<file path="src/rtl/out_mem_stream_reader.sv">
// -----------------------------------------------------------------------------
// out_mem_stream_reader
//   Reads the equalized image back out of output memory (128-bit words) once
//   the mapping stage finishes, and serializes each word LSB-byte-first onto an
//   8-bit valid/ready pixel stream. One word is prefetched ahead so an
//   unthrottled consumer sees one pixel per cycle with no bubbles.
//
// Parameters
//   NUM_WORDS  words to read (1..65536)
//   BASE_ADDR  first output-memory word address (address wraps at 16 bits)
//
// Ports
//   clk, reset       clock (rising edge), synchronous active-high reset
//   start            one-cycle pulse, accepted only when idle
//   out_mem_rd_addr  registered read address
//   out_mem_rd_en    registered read strobe; data returns one cycle later
//   out_mem_rd_data  read data, valid the cycle after out_mem_rd_en
//   pix_data/valid/ready/last   pixel stream
//   busy             readout in progress
//   done             one-cycle pulse after the final pixel transfer
// -----------------------------------------------------------------------------
module out_mem_stream_reader #(
   parameter int unsigned NUM_WORDS = 4096,
   parameter logic [15:0] BASE_ADDR = 16'h0000
) (
   input  logic         clk,
   input  logic         reset,
   input  logic         start,
   output logic [15:0]  out_mem_rd_addr,
   output logic         out_mem_rd_en,
   input  logic [127:0] out_mem_rd_data,
   output logic [7:0]   pix_data,
   output logic         pix_valid,
   input  logic         pix_ready,
   output logic         pix_last,
   output logic         busy,
   output logic         done
);

   typedef enum logic [1:0] {S_IDLE, S_STREAM, S_FLUSH, S_DONE} state_t;

   localparam logic [16:0] NW       = 17'(NUM_WORDS);
   localparam logic [20:0] LAST_PIX = 21'(NUM_WORDS * 16 - 1);

   state_t         state_q, state_d;
   logic [15:0]    addr_q, addr_d;
   logic           rd_en_q, rd_en_d;
   logic           ret_q;                 // read data is on the bus this cycle
   logic [16:0]    issued_q, issued_d;
   logic [127:0]   sr_q, sr_d;
   logic           sr_vld_q, sr_vld_d;
   logic [3:0]     idx_q, idx_d;
   logic [127:0]   pb_q, pb_d;
   logic           pb_vld_q, pb_vld_d;
   logic [20:0]    pix_cnt_q, pix_cnt_d;

   logic           xfer, pop, issue_ok;

   assign xfer = sr_vld_q & pix_ready;
   assign pop  = xfer & (idx_q == 4'hF);

   always_comb begin
      state_d   = state_q;
      addr_d    = addr_q;
      rd_en_d   = 1'b0;
      issued_d  = issued_q;
      sr_d      = sr_q;
      sr_vld_d  = sr_vld_q;
      idx_d     = idx_q;
      pb_d      = pb_q;
      pb_vld_d  = pb_vld_q;
      pix_cnt_d = pix_cnt_q;

      if (xfer) begin
         idx_d     = idx_q + 4'd1;        // wraps to 0 after byte 15
         pix_cnt_d = pix_cnt_q + 21'd1;
      end

      // Byte 15 leaves: reload SR from PB in the same edge, else SR empties.
      if (pop) begin
         if (pb_vld_q) begin
            sr_d     = pb_q;
            pb_vld_d = 1'b0;
         end else begin
            sr_vld_d = 1'b0;
         end
      end

      // Returning word fills SR if it is (becoming) empty, otherwise PB.
      if (ret_q) begin
         if (!sr_vld_d) begin
            sr_d     = out_mem_rd_data;
            sr_vld_d = 1'b1;
         end else begin
            pb_d     = out_mem_rd_data;
            pb_vld_d = 1'b1;
         end
      end

      // With one read outstanding at most, occupancy after this edge is an
      // upper bound on occupancy when a read issued now returns.
      issue_ok = (issued_q < NW) && !rd_en_q && !(sr_vld_d && pb_vld_d);

      unique case (state_q)
         S_IDLE: begin
            if (start) begin
               state_d   = S_STREAM;
               rd_en_d   = 1'b1;
               addr_d    = BASE_ADDR;
               issued_d  = 17'd1;
               pix_cnt_d = '0;
            end
         end
         S_STREAM: begin
            if (issue_ok) begin
               rd_en_d  = 1'b1;
               addr_d   = addr_q + 16'd1;
               issued_d = issued_q + 17'd1;
            end
            // Final word is sitting in SR with nothing behind it.
            if (issued_q == NW && !rd_en_q && !ret_q && !pb_vld_q && sr_vld_q)
               state_d = S_FLUSH;
         end
         S_FLUSH: begin
            if (xfer && pix_last)
               state_d = S_DONE;
         end
         S_DONE: state_d = S_IDLE;
         default: state_d = S_IDLE;
      endcase
   end

   always_ff @(posedge clk) begin
      if (reset) begin
         state_q   <= S_IDLE;
         addr_q    <= '0;
         rd_en_q   <= 1'b0;
         ret_q     <= 1'b0;
         issued_q  <= '0;
         sr_q      <= '0;
         sr_vld_q  <= 1'b0;
         idx_q     <= '0;
         pb_q      <= '0;
         pb_vld_q  <= 1'b0;
         pix_cnt_q <= '0;
      end else begin
         state_q   <= state_d;
         addr_q    <= addr_d;
         rd_en_q   <= rd_en_d;
         ret_q     <= rd_en_q;
         issued_q  <= issued_d;
         sr_q      <= sr_d;
         sr_vld_q  <= sr_vld_d;
         idx_q     <= idx_d;
         pb_q      <= pb_d;
         pb_vld_q  <= pb_vld_d;
         pix_cnt_q <= pix_cnt_d;
      end
   end

   assign out_mem_rd_addr = addr_q;
   assign out_mem_rd_en   = rd_en_q;
   assign pix_valid       = sr_vld_q;
   assign pix_data        = sr_q[{idx_q, 3'b000} +: 8];
   assign pix_last        = sr_vld_q && (pix_cnt_q == LAST_PIX);
   assign busy            = (state_q == S_STREAM) || (state_q == S_FLUSH);
   assign done            = (state_q == S_DONE);

endmodule

</file>
<file path="config.mk">
export PLATFORM = sky130hd
export DESIGN_NAME = out_mem_stream_reader
export DESIGN_NICKNAME = d
export VERILOG_FILES = /design/src/rtl/out_mem_stream_reader.sv
export SDC_FILE = /design/constraint.sdc
export NUM_CORES = 1
export LEC_CHECK = 0
export BUFFER_PORTS_ARGS = -buffer_cell sky130_fd_sc_hd__buf_2
export CORE_ASPECT_RATIO = 0.7
export CORE_MARGIN = 5
export CORE_UTILIZATION = 55
export CTS_CLUSTER_DIAMETER = 50
export DETAILED_ROUTE_END_ITERATION = 6
export PLACE_DENSITY = 0.76
export SETUP_SLACK_MARGIN = 0.15
export SLEW_MARGIN = 20
export SYNTH_ARGS = -nofsm -noshare
export SYNTH_HDL_FRONTEND = slang
export SYNTH_SLANG_ARGS = --single-unit
</file>
<file path="constraint.sdc">
create_clock -name clk -period 2.8 [get_ports clk]
set_input_delay 0.56 -clock clk [delete_from_list [all_inputs] [get_ports clk]]
set_output_delay 0.56 -clock clk [all_outputs]
set_load 0.02 [all_outputs]
</file>
==> results of run 1 <==
state kept, by name, indices dropped and copies added (netlist names):
name,flops
idx_q,4
issued_q,17
out_mem_rd_addr,16
out_mem_rd_en,1
pb_q,128
pb_vld_q,1
pix_cnt_q,21
pix_valid,1
ret_q,1
sr_q,128
state_q,2
cell type report:
type	instances	area, µm²
clock inverter	15	314
inverter	11	41.3
tap	325	407
timing repair buffer	212	1450
multi-input combinational	1107	7100
clock buffer	39	846
fill	1910	8230
sequential	320	6410
antenna	3	7.51
through the flow:
step	hold WS [ns]	setup WS, ns
2_1_floorplan	0.431	0.296
3_3_place_gp	0.441	0.151
3_5_place_dp	0.446	0.108
4_1_cts	0.222	-0.0716
5_1_grt	0.221	-0.160
6_report	0.234	-0.0845
cells in the mapped netlist (all sizes together):
cell type / instances
nand3: 23
or2: 1
nor4: 2
and2: 8
and4: 6
nand2b: 4
a21boi: 1
dfxtp: 320
clkbuf: 86
o41ai: 7
xnor2: 7
or4: 6
mux4: 32
or4b: 1
a31oi: 9
nor3: 5
and3: 7
o21bai: 1
a41oi: 3
o311a: 1
o211ai: 6
inv: 11
xor2: 17
o31ai: 3
nand4: 16
nor3b: 2
or3: 2
ha: 9
buf: 38
nand2: 292
nor2: 169
o32ai: 1
nand3b: 2
a21o: 2
a32oi: 2
o21a: 1
o21ai: 14
a211oi: 138
nor2b: 12
a21oi: 153
mux2i: 140
a311oi: 1
how the worst max path moves through the flow:
stage                                startpoint                     to  slack, ns
after floorplan           idx_q[0]$_SDFFE_PP0N_            pix_data[0]       0.30
after global placement    idx_q[0]$_SDFFE_PP0N_            pix_data[7]       0.15
after detailed placement  idx_q[0]$_SDFFE_PP0N_  pb_q[54]$_SDFFE_PP0P_       0.11
after CTS                 idx_q[0]$_SDFFE_PP0N_            pix_data[7]      -0.07
after global routing      idx_q[0]$_SDFFE_PP0N_            pix_data[6]      -0.16
final                     idx_q[0]$_SDFFE_PP0N_            pix_data[6]      -0.08
power breakdown:
part / leakage, nW / internal (W) / total [W] / switching [W]
logic: 3.76 / 0.000851 / 0.00208 / 0.00123
clock network: 0.570 / 0.00296 / 0.00474 / 0.00178
registers: 2.59 / 0.00493 / 0.00524 / 0.000312
repair_timing:
item                                    in CTS  in global routing
endpoints found under the setup margin      79                147
setup buffers                                8                  9
pin swaps                                    8                  5
gates resized for setup                     36                 12
hold endpoints to repair                     0                  0
cloned                                       1                  1
routing by layer:
layer,global-route usage [%],routed length [µm]
met1,37.1,17700
met2,40.0,17300
met3,5.13,2980
met4,6.12,771
met5,0,0
logic make-up after synthesis:
kind of cell             count (synthesis)
AO/OA/AOI/OAI                          343
XOR/XNOR                                24
adder cells (fa/ha/maj)                  9
buffers and inverters                  135
flip-flops                             320
multiplexers                           172
AND/OR/NAND/NOR                        558
layout by cell type, fill, tap and decap left out, types with 7 or more instances in the layout:
| master | netlist | routed |
|---|---|---|
| and2_1 | 8 | 8 |
| a211oi_2 | 0 | 7 |
| nand2_1 | 292 | 291 |
| buf_12 | 0 | 11 |
| mux4_2 | 32 | 32 |
| bufinv_16 | 0 | 9 |
| clkbuf_16 | 0 | 32 |
| nand3_1 | 23 | 22 |
| nand4_1 | 15 | 15 |
| o21ai_0 | 14 | 13 |
| buf_4 | 2 | 34 |
| dfxtp_1 | 320 | 319 |
| ha_1 | 9 | 9 |
| and3_1 | 7 | 7 |
| buf_6 | 0 | 9 |
| a211oi_1 | 137 | 129 |
| mux2i_1 | 140 | 139 |
| nor2_1 | 169 | 168 |
| o41ai_1 | 7 | 7 |
| inv_1 | 11 | 11 |
| nor2b_1 | 12 | 8 |
| xor2_1 | 17 | 17 |
| buf_2 | 32 | 153 |
| xnor2_1 | 7 | 7 |
| a21oi_1 | 153 | 150 |
| a31oi_1 | 9 | 9 |
==> impl_metrics.json, run 1 <==
{
  "placed_area_um2": 15000,
  "maxCapViolCount": 0,
  "vias_per_cell": 5.95,
  "io_buffers": 160,
  "crit_path_start_kind": "register",
  "setup_ws_ns": -0.0845,
  "cp_max_fo": 8,
  "path_cells": "buf_8 > buf_6 > buf_6 > mux4_2 > mux2i_2 > a21oi_2 > buf_4",
  "stdcell_area_um2": 16600,
  "synth_cell_types": 47,
  "cts_hold_buffers": 0,
  "critPathSlowestCell": "mux4_2",
  "grtUsageTotal_pct": 25.7,
  "grt-ovfl-total": 0,
  "final_nets": 1824,
  "status": "finished, violations left",
  "crit_path_end_kind": "primary output",
  "grt_start_max_net_pins": 267,
  "skew_ns": 0.0141,
  "p_per_area_nw_per_um2": 728,
  "synth_adder_area_share_pct": 0.809,
  "period_minus_slack_ns": 2.88,
  "yosys_register_bits": 320,
  "crit_path_max_incr_delay_ns": 0.51,
  "finalSetupTns_ns": -0.328,
  "synth_area_leaders": "dfxtp_1 46%, mux2i_1 10%, nand2_1 7.9%",
  "netlist_area_um2": 13900,
  "grt_antenna_before_repair": 4,
  "hold_path_class": "in -> reg",
  "p_leak_nw": 6.93,
  "ys_warn_count": 0,
  "start_util_pct": 56.1,
  "drc_errors": 0,
  "ff2ff_setup_slack_ns": 0.30,
  "dp_cells": 1955,
  "final_antenna_net_count": 0,
  "htree_levels": 1,
  "syn_inst": 1561,
  "required_ns": 2.24,
  "synth_compound_area_share_pct": 15.6,
  "post-synth-top-area-fraction_pct": 46.0,
  "hpwl_um": 24900,
  "syn_to_final_growth_pct": 19.0,
  "clock-sinks": 320,
  "worst-path-stages": 7,
  "die_w_um": 200,
  "synth_fp_nets": 1702,
  "grt_pass1_wl_um": 60700,
  "syn_area_per_cell_um2": 8.92,
  "clkTransAtPathRegs_ns": 0.07,
  "root_buffer": "clkbuf_16",
  "drt_iter0_drc": 1191,
  "drt_wl_total_um": 38800,
  "critPathKind": "reg -> out",
  "finalHoldViolations": 0,
  "finalPower_w": 0.0121,
  "ios": 161,
  "layout-drive-gt1-share_pct": 18.8,
  "insertion_delay_ns": 0.57,
  "cts_max_path_buffers": 3,
  "fmax_mhz": 347,
  "slew_violations": 0,
  "setup_violations": 7,
  "synthSimpleGateAreaFrac_pct": 16.8,
  "first_global_vias": 11400,
  "max-slew-margin-rel_pct": 46.3,
  "ff2ff_path_depth": 9,
  "r2r_end": "out_mem_rd_addr[10]$_SDFFE_PP0P_",
  "synth-xor-area-share_pct": 1.51,
  "min_from": "reset",
  "tightest_slew_ns": 0.804,
  "dr.pass1.iters": 6,
  "coreArea_um2": 24800,
  "synth_top_area_cell": "dfxtp_1",
  "cpMostUsedCell": "buf_6",
  "ir_worst_vdd_mv": 0.495,
  "num_vias": 12100,
  "critPathBufInv": 4,
  "cts_inserted_buffers": 31,
  "synth_top_family_by_area": "simple AND/OR/NAND/NOR gates",
  "synthMuxAreaShare_pct": 15.2,
  "die-area_um2": 28700,
  "period_share_pct": 103,
  "wl_per_cell_um": 19.1,
  "place_congestion": 0.896,
  "hold_depth": 2,
  "cpLargestDelayFamily": "multiplexers",
  "instances_no_fill": 2032,
  "r2r-start": "idx_q[0]$_SDFFE_PP0N_",
  "finalCoreUtilization_pct": 66.8,
  "tritoncts": "yes",
  "min_to": "out_mem_rd_addr[0]$_SDFFE_PP0P_",
  "rsz0062_at_grt": "true",
  "violations": "negative setup slack",
  "dieHeight_um": 143,
  "rows": 48,
  "critPathArrivalTime_ns": 2.32,
  "synth-seq-area-share_pct": 46.0
}
Power figures use the tool's default switching activity.
==> run 2, diff against run 1 <==
--- a/config.mk
+++ b/config.mk
@@ -7,12 +7,11 @@
 export LEC_CHECK = 0
 export BUFFER_PORTS_ARGS = -buffer_cell sky130_fd_sc_hd__buf_2
 export CORE_ASPECT_RATIO = 0.7
-export CORE_MARGIN = 5
+export CORE_MARGIN = 2
 export CORE_UTILIZATION = 55
 export CTS_CLUSTER_DIAMETER = 50
 export DETAILED_ROUTE_END_ITERATION = 6
 export PLACE_DENSITY = 0.76
-export SETUP_SLACK_MARGIN = 0.15
 export SLEW_MARGIN = 20
 export SYNTH_ARGS = -nofsm -noshare
 export SYNTH_HDL_FRONTEND = slang
==> run 2 against run 1 <==
The run now ends clean. Sequential power hardly changed. Global-route usage grew 2.0 points. Clock power down 3%. Critical path type unchanged. Highest routed layer unchanged.
==> impl_metrics.json, run 2 (synthesized netlist as in run 1, its figures left out) <==
{
  "period_share_pct": 99.1,
  "path_cells": "buf_6 > mux4_2 > mux2i_1 > a21oi_1 > buf_2",
  "first_global_vias": 10800,
  "num_vias": 11900,
  "critPathSlowestCell": "mux4_2",
  "placed_area_um2": 15000,
  "maxCapViolCount": 0,
  "status": "finished clean",
  "final_nets": 1806,
  "vias_per_cell": 5.91,
  "crit_path_start_kind": "register",
  "tritoncts": "yes",
  "grt_pass1_wl_um": 58800,
  "multi_input_area_um2": 7080,
  "ir_worst_vdd_mv": 0.437,
  "syn_to_final_growth_pct": 17.2,
  "finalHoldViolations": 0,
  "ff_latch_area_um2": 6410,
  "pre_cts_ws_ns": 0.351,
  "die_w_um": 194,
  "fill_cells": 1982,
  "insertion_delay_ns": 0.53,
  "p_leak_nw": 6.79,
  "grt_antenna_before_repair": 3,
  "period_minus_slack_ns": 2.77,
  "crit_path_max_incr_delay_ns": 0.43,
  "drt_wl_total_um": 38100,
  "hold_slack_ns": 0.277,
  "critPathKind": "reg -> out",
  "hold_path_class": "in -> reg",
  "slew_violations": 0,
  "final_antenna_net_count": 0,
  "rows": 48,
  "grtUsageTotal_pct": 27.6,
  "wl_per_cell_um": 18.9,
  "rsz0062_at_grt": "true",
  "coreArea_um2": 24700,
  "finalCoreUtilization_pct": 66.0,
  "clock-sinks": 320,
  "critPathArrivalTime_ns": 2.21,
  "io_buffers": 160,
  "start_util_pct": 56.3,
  "dieHeight_um": 137,
  "clkTransAtPathRegs_ns": 0.06,
  "setup_violations": 0,
  "drt_iter0_drc": 1238,
  "grt-ovfl-total": 0,
  "setup_ws_ns": 0.0255,
  "stdcell_area_um2": 16300,
  "ios": 161,
  "place_congestion": 0.909,
  "cp_max_fo": 34,
  "htree_levels": 2,
  "fmax_mhz": 360,
  "root_buffer": "clkbuf_16",
  "cts_inserted_buffers": 34,
  "hpwl_um": 24200,
  "top_regs": "pb_q x128, sr_q x128, pix_cnt_q x21",
  "cts_max_path_buffers": 3,
  "max-slew-margin-rel_pct": 30.0,
  "grt_start_max_net_pins": 168,
  "dr.pass1.iters": 5,
  "skew_ns": 0.0184,
  "crit_path_end_kind": "primary output",
  "final_common_cell": "dfxtp_1",
  "drc_errors": 0,
  "final_cell_mix": "319 x dfxtp_1, 291 x nand2_1, 168 x nor2_1",
  "layout-drive-gt1-share_pct": 17.5,
  "tightest_slew_ns": 1.05,
  "required_ns": 2.24,
  "p_per_area_nw_per_um2": 729,
  "die-area_um2": 26600
}
## run 2: changes by cell type in the layout (fill, tap and decap cells not counted), moves of 2 or more
cell,delta
buf_4,-12
clkbuf_1,+7
clkbuf_16,+3
bufinv_16,-6
a211oi_2,-2
buf_6,-4
buf_16,-2
a211oi_4,+2
clkbuf_8,+2
## run 2: final timing paths
check,start,end,slack (ns),depth (start not counted)
worst max-delay path,idx_q[1]$_SDFFE_PP0N_,pix_data[0],0.03,5
worst min-delay path,out_mem_rd_data[65],pb_q[65]$_SDFFE_PP0P_,0.28,3
worst max register to register,idx_q[0]$_SDFFE_PP0N_,out_mem_rd_addr[10]$_SDFFE_PP0P_,0.21,8
worst min register to register,pb_q[29]$_SDFFE_PP0P_,pb_q[29]$_SDFFE_PP0P_,0.45,2
## run 2: through the flow
stage | TNS, ns | total power (W) | instances
global route | -0.0834 | 0.0124 | 2019
global placement | 0 | 0.00720 | 1949
CTS | -0.0352 | 0.0119 | 2015
floorplan | 0 | 0.00654 | 1561
finish | 0 | 0.0119 | 2019
detailed placement | 0 | 0.00726 | 1949
## run 2: final cells by class
class / instances / area share [%]
antenna: 3 / 0.0460
clock inverter: 11 / 0.996
inverter: 11 / 0.253
timing repair buffer: 192 / 7.60
clock buffer: 51 / 5.97
multi-input combinational: 1106 / 43.4
tap: 325 / 2.49
sequential: 320 / 39.3
## run 2: power breakdown
group / leakage (nW) / internal, W / switching, W / total, W
clock: 0.556 / 0.00272 / 0.00188 / 0.00460
combinational: 3.64 / 0.000828 / 0.00121 / 0.00203
sequential: 2.59 / 0.00493 / 0.000341 / 0.00527
total: 6.79 / 0.00848 / 0.00343 / 0.0119
## run 2: timing repair
| item | CTS | global route |
|---|---|---|
| setup endpoints to repair | 8 | 8 |
| pin swaps | 4 | 7 |
| gates cloned | 0 | 1 |
| setup buffers | 4 | 0 |
| resized for setup | 7 | 29 |
| hold buffers | 0 | 0 |
## run 2: worst max-delay path: cells and delay by family (launching register included)
family / cells / cell delay (ns)
muxes: 2 / 0.61
buffers and inverters: 2 / 0.56
DFF: 1 / 0.35
AOI/OAI and AO/OA: 1 / 0.13
## run 2: per-layer routing
metal	GRT usage, %	vias to the layer above	wire, µm
li1	-	5724	-
met1	41.4	5689	17700
met2	40.3	459	16500
met3	5.03	69	2970
met4	8.80	0	902
met5	0	-	0
